==> src/rtl/multicycle_select_adder.sv <==
// Iterative wide adder/subtractor. Operands are captured on start, then one
// BLOCK_WIDTH slice is resolved per clock, LSB slice first. Each slice uses
// a carry-select stage, and the registered running carry picks the sum.
module multicycle_select_adder #(
  parameter int OPERAND_WIDTH = 64,
  parameter int BLOCK_WIDTH   = 8
) (
  input  logic                     iClk,
  input  logic                     iRstN,
  input  logic                     iStart,
  input  logic                     iSub,
  input  logic [OPERAND_WIDTH-1:0] iA,
  input  logic [OPERAND_WIDTH-1:0] iB,
  input  logic                     iCarry,
  output logic                     oBusy,
  output logic                     oDone,
  output logic [OPERAND_WIDTH-1:0] oSum,
  output logic                     oCarry,
  output logic                     oOverflow
);

  localparam int NUM_BLOCKS = OPERAND_WIDTH / BLOCK_WIDTH;
  localparam int CNT_W      = $clog2(NUM_BLOCKS) + 1;

  generate
    if ((OPERAND_WIDTH % BLOCK_WIDTH) != 0) begin : gWidthCheck
      $error("OPERAND_WIDTH must be an integer multiple of BLOCK_WIDTH");
    end
  endgenerate

  typedef enum logic {
    IDLE,
    RUN
  } state_t;

  state_t                   state;
  state_t                   stateNext;
  logic [OPERAND_WIDTH-1:0] aReg;
  logic [OPERAND_WIDTH-1:0] bReg;
  logic                     runCarry;
  logic [CNT_W-1:0]         sliceCnt;

  logic [BLOCK_WIDTH-1:0]   aSlice;
  logic [BLOCK_WIDTH-1:0]   bSlice;
  logic [BLOCK_WIDTH:0]     sumC0;
  logic [BLOCK_WIDTH:0]     sumC1;
  logic [BLOCK_WIDTH:0]     selSum;
  logic                     lastSlice;
  logic                     msbCarryIn;
  logic                     startAccept;

  assign oBusy       = (state == RUN);
  assign startAccept = (state == IDLE) && iStart;

  // Carry-select slice: both candidate sums are formed up front, and the running carry chooses one.
  // The operand registers shift right, so the active slice is always at the bottom.
  always_comb begin
    aSlice     = aReg[BLOCK_WIDTH-1:0];
    bSlice     = bReg[BLOCK_WIDTH-1:0];
    sumC0      = {1'b0, aSlice} + {1'b0, bSlice};
    sumC1      = {1'b0, aSlice} + {1'b0, bSlice} + (BLOCK_WIDTH+1)'(1);
    selSum     = runCarry ? sumC1 : sumC0;
    lastSlice  = (sliceCnt == CNT_W'(NUM_BLOCKS - 1));
    // Carry into the result MSB is recovered from its sum bit and its operand bits.
    msbCarryIn = aSlice[BLOCK_WIDTH-1] ^ bSlice[BLOCK_WIDTH-1] ^ selSum[BLOCK_WIDTH-1];
  end

  // State register.
  always_ff @(posedge iClk or negedge iRstN) begin
    if (!iRstN) state <= IDLE;
    else        state <= stateNext;
  end

  // Next-state logic: start from idle (including the done cycle), return after the last slice.
  always_comb begin
    stateNext = state;
    case (state)
      IDLE:    if (iStart)    stateNext = RUN;
      RUN:     if (lastSlice) stateNext = IDLE;
      default: stateNext = IDLE;
    endcase
  end

  // Datapath: capture the effective operands on start, then resolve one slice per clock.
  always_ff @(posedge iClk or negedge iRstN) begin
    if (!iRstN) begin
      aReg      <= '0;
      bReg      <= '0;
      runCarry  <= 1'b0;
      sliceCnt  <= '0;
      oDone     <= 1'b0;
      oSum      <= '0;
      oCarry    <= 1'b0;
      oOverflow <= 1'b0;
    end else begin
      oDone <= 1'b0;
      if (startAccept) begin
        aReg     <= iA;
        bReg     <= iSub ? ~iB : iB;
        runCarry <= iSub ? 1'b1 : iCarry;
        sliceCnt <= '0;
        oSum     <= '0;
      end else if (state == RUN) begin
        aReg     <= aReg >> BLOCK_WIDTH;
        bReg     <= bReg >> BLOCK_WIDTH;
        runCarry <= selSum[BLOCK_WIDTH];
        sliceCnt <= sliceCnt + CNT_W'(1);
        for (int unsigned i = 0; i < NUM_BLOCKS; i++) begin
          if (sliceCnt == CNT_W'(i)) oSum[i*BLOCK_WIDTH +: BLOCK_WIDTH] <= selSum[BLOCK_WIDTH-1:0];
        end
        if (lastSlice) begin
          oDone     <= 1'b1;
          oCarry    <= selSum[BLOCK_WIDTH];
          oOverflow <= msbCarryIn ^ selSum[BLOCK_WIDTH];
        end
      end
    end
  end

endmodule

==> config.mk <==
export PLATFORM = sky130hd
export DESIGN_NAME = multicycle_select_adder
export DESIGN_NICKNAME = d
export VERILOG_FILES = /design/src/rtl/multicycle_select_adder.sv
export SDC_FILE = /design/constraint.sdc
export NUM_CORES = 1
export LEC_CHECK = 0
export ABC_AREA = 0
export CORE_UTILIZATION = 25
export CTS_CLUSTER_SIZE = 8
export DETAILED_ROUTE_END_ITERATION = 7
export SLEW_MARGIN = 20
export SYNTH_ARGS = -nofsm -noshare
export SYNTH_HDL_FRONTEND = slang
export SYNTH_SLANG_ARGS = --single-unit
==> constraint.sdc <==
create_clock -name iClk -period 5.5 [get_ports iClk]
set_input_delay 0.55 -clock iClk [delete_from_list [all_inputs] [get_ports iClk]]
set_output_delay 0.55 -clock iClk [all_outputs]
set_load 0.02 [all_outputs]
==> flow_metrics.env <==
export IMPL_first_pass_iters=4
export IMPL_ys_seq_elements=201
export IMPL_num_rows=71
export IMPL_layout_drive_gt1_share_pct=6.63
export IMPL_slew_headroom_pct=30.9
export IMPL_yosysTopAreaCell="dfrtp_1"
export IMPL_antenna_found_initial=6
export IMPL_port_buffers=200
export IMPL_ant_nets=0
export IMPL_dp_cells=1637
export IMPL_yosys_area_share_adder_pct=1.89
export IMPL_endpoint_kind="register"
export IMPL_critical_path_arrival_ps=3370
export IMPL_rsz0062_at_grt="false"
export IMPL_syn_nets=1132
export IMPL_h_tree_depth=1
export IMPL_wl_per_cell_um=15.5
export IMPL_dieHeight_um=199
export IMPL_drc=0
export IMPL_startpoint="aReg[0]"
export IMPL_synthMuxAreaShare_pct=10.2
export IMPL_synthTopCellsByArea="dfrtp_1 (52%), o21ai_0 (9.4%), nand2_1 (8.0%)"
export IMPL_cts_buffers=29
export IMPL_grt_usage_pct=13.1
export IMPL_synthSimpleGateAreaFrac_pct=11.6
export IMPL_postCtsHoldBufs=0
export IMPL_fin_crit_ps=2940
export IMPL_final_hold_viol_count=0
export IMPL_syn_area_sq_mm=0.00966
export IMPL_start_kind="register"
export IMPL_setup_viol=0
export IMPL_tns_ps=0
export IMPL_fmax_ghz=0.340
export IMPL_final_nets=1304
export IMPL_synth_async_reset_ratio_pct=100
export IMPL_ir_drop_uv=265
export IMPL_cts_setup_buffers=0
export IMPL_clk_latency_ps=550
export IMPL_slew_viol_final=0
export IMPL_place_detailed_hpwl_um=17900
export IMPL_start_util_pct=25.5
export IMPL_regArea_sq_mm=0.00503
export IMPL_die_area_sq_mm=0.0394
export IMPL_cts_sinks=201
export IMPL_grt_pass1_wl_um=40800
export IMPL_hold_class="input pin to async pin"
export IMPL_avgSynthCellArea_sq_um=9.81
export IMPL_stdcell_count=1673
export IMPL_clk_pin_slew_ps=50
export IMPL_cts_tree="built"
export IMPL_path_class="register to register"
export IMPL_core_region_area_sq_mm=0.0378
export IMPL_clk_path_buf_depth=3
export IMPL_p_per_area_mw_per_mm2=519
export IMPL_synth_main_ff_cell="dfrtp_1"
export IMPL_synth_compound_area_share_pct=14.3
export IMPL_outcome="complete, no violations"
export IMPL_grt_max_degree=119
export IMPL_synth_xor_area_share_pct=7.06
export IMPL_maxCapViolCount=0
export IMPL_drt_vias_per_instance=4.48
export IMPL_power_leakage_uw=0.00550
export IMPL_synth_top_area_share_pct=52.0
export IMPL_die_w_um=199
export IMPL_vias=7500
export IMPL_root_buffer="clkbuf_16"
export IMPL_crit_required_ps=5930
export IMPL_synth_edf_count=0
export IMPL_power_uw=6680
export IMPL_multi_input_comb_area_sq_mm=0.00437
export IMPL_drtIter0Drc=334
export IMPL_cts_repair_resized=0
export IMPL_synth_cell_type_count=38
export IMPL_synth_most_common_cell="nand2_1"
export IMPL_grt_pass1_vias=7436
export IMPL_r2r_start="aReg[0]"
export IMPL_synthCells=985
export IMPL_ios=201
export IMPL_ys_top_cells_by_count="nand2_1 (207), dfrtp_1 (201), o21ai_0 (181), xnor2_1 (72), mux2i_1 (68)"
export IMPL_overflow=0
export IMPL_wl_um=26000
export IMPL_nFillCells=3921
export IMPL_fin_crit_sh_pct=53.5
export IMPL_area_growth_pct=33.3
export IMPL_stdcell_area_sq_mm=0.0129
export IMPL_dpl_cell_area_sq_mm=0.0121
export IMPL_tightest_slew_ps=1040
export IMPL_timing_hold_ws_ps=34.0
export IMPL_synth_top_family_by_area="compound AO/OA/AOI/OAI gates"
export IMPL_gp_routability_congestion=0.803
export IMPL_fin_skew_ps=22.0
export IMPL_cp_max_fo=6
export IMPL_ys_warn_count=0
export IMPL_synth_seq_area_share_pct=52.0
==> area by class of cell <==
class                      count  area share [%]
antenna                        1          0.0194
clock buffer                  33            5.83
clock inverter                 2           0.107
inverter                       4           0.117
multi-input combinational    714            33.9
sequential                   201            39.1
tap                          511            4.96
timing repair buffer         207            16.0
==> critical path, stage by stage, from the launching register on <==
cell and delay [ps]:
dfrtp_1 390, ha_1 260, fa_1 430, a211oi_2 320, o22ai_1 130, and4b_1 310, nand2_1 80, xor2_1 470
nor2_1 140, mux2_2 310
==> stage by stage <==
step | setup slack [ps] | utilization, %
global placement | 2660 | 32.0
global route | 2350 | 34.0
finish | 2560 | 34.0
detailed placement | 2590 | 32.0
CTS | 2560 | 34.0
floorplan | 2890 | -
==> cell families (layout without fill, tap and decap cells) <==
family | after synthesis | count (layout)
buf+inv | 70 | 246
flops | 201 | 201
compound gates | 243 | 243
fa+ha+maj | 14 | 14
other cells | 0 | 1
xor+xnor | 77 | 77
simple gates | 285 | 285
mux | 95 | 95
==> routing by layer <==
layer | share of wire [%] | vias to the layer above | global-route usage (%)
met4 | 1.8 | 10 | 2.65
li1 | - | 3707 | -
met2 | 47 | 200 | 21.6
met1 | 44 | 3538 | 17.0
met3 | 7.0 | 45 | 3.80
met5 | 0.25 | - | 0
==> path summary, 6_finish.rpt <==
check	end	slack, ps	depth (start not counted)
max	oSum[46]	2560	9
min	oSum[55]	30	1
max reg2reg	oSum[46]	2560	9
min reg2reg	aReg[10]	470	2
max in group asynchronous	aReg[2]	4190	2
min in group iClk	bReg[57]	450	3
==> registers in the layout, summed over array words and instances (netlist names) <==
register and count:
oBusy 1, sliceCnt 4, oOverflow 1, oCarry 1, bReg 64, runCarry 1, oDone 1, oSum 64
aReg 64
==> cell usage in the layout, fill, tap and decap left out, types with 2 or more instances in the layout <==
cell type / n
nand4_1: 4
clkdlybuf4s50_1: 197
dfrtp_1: 200
nand2_1: 207
clkbuf_8: 2
ha_1: 13
xor2_1: 4
mux2i_1: 68
a211oi_1: 20
a21boi_0: 2
a21oi_1: 8
xnor2_1: 72
clkbuf_16: 29
nand2b_1: 3
o21a_1: 2
o21bai_1: 3
nand3_1: 12
inv_1: 4
buf_4: 8
mux2_2: 26
o31ai_1: 18
nor2b_1: 3
clkbuf_1: 3
o21ai_0: 181
nor2_1: 52
==> power by group <==
group	leakage (uW)	internal, uW	switching, uW	total [uW]
combinational	0.00249	1150	1530	2670
sequential	0.00264	2050	390	2440
clock	0.000377	940	629	1570
total	0.00550	4140	2550	6680
(Power assumes the default switching activity.)
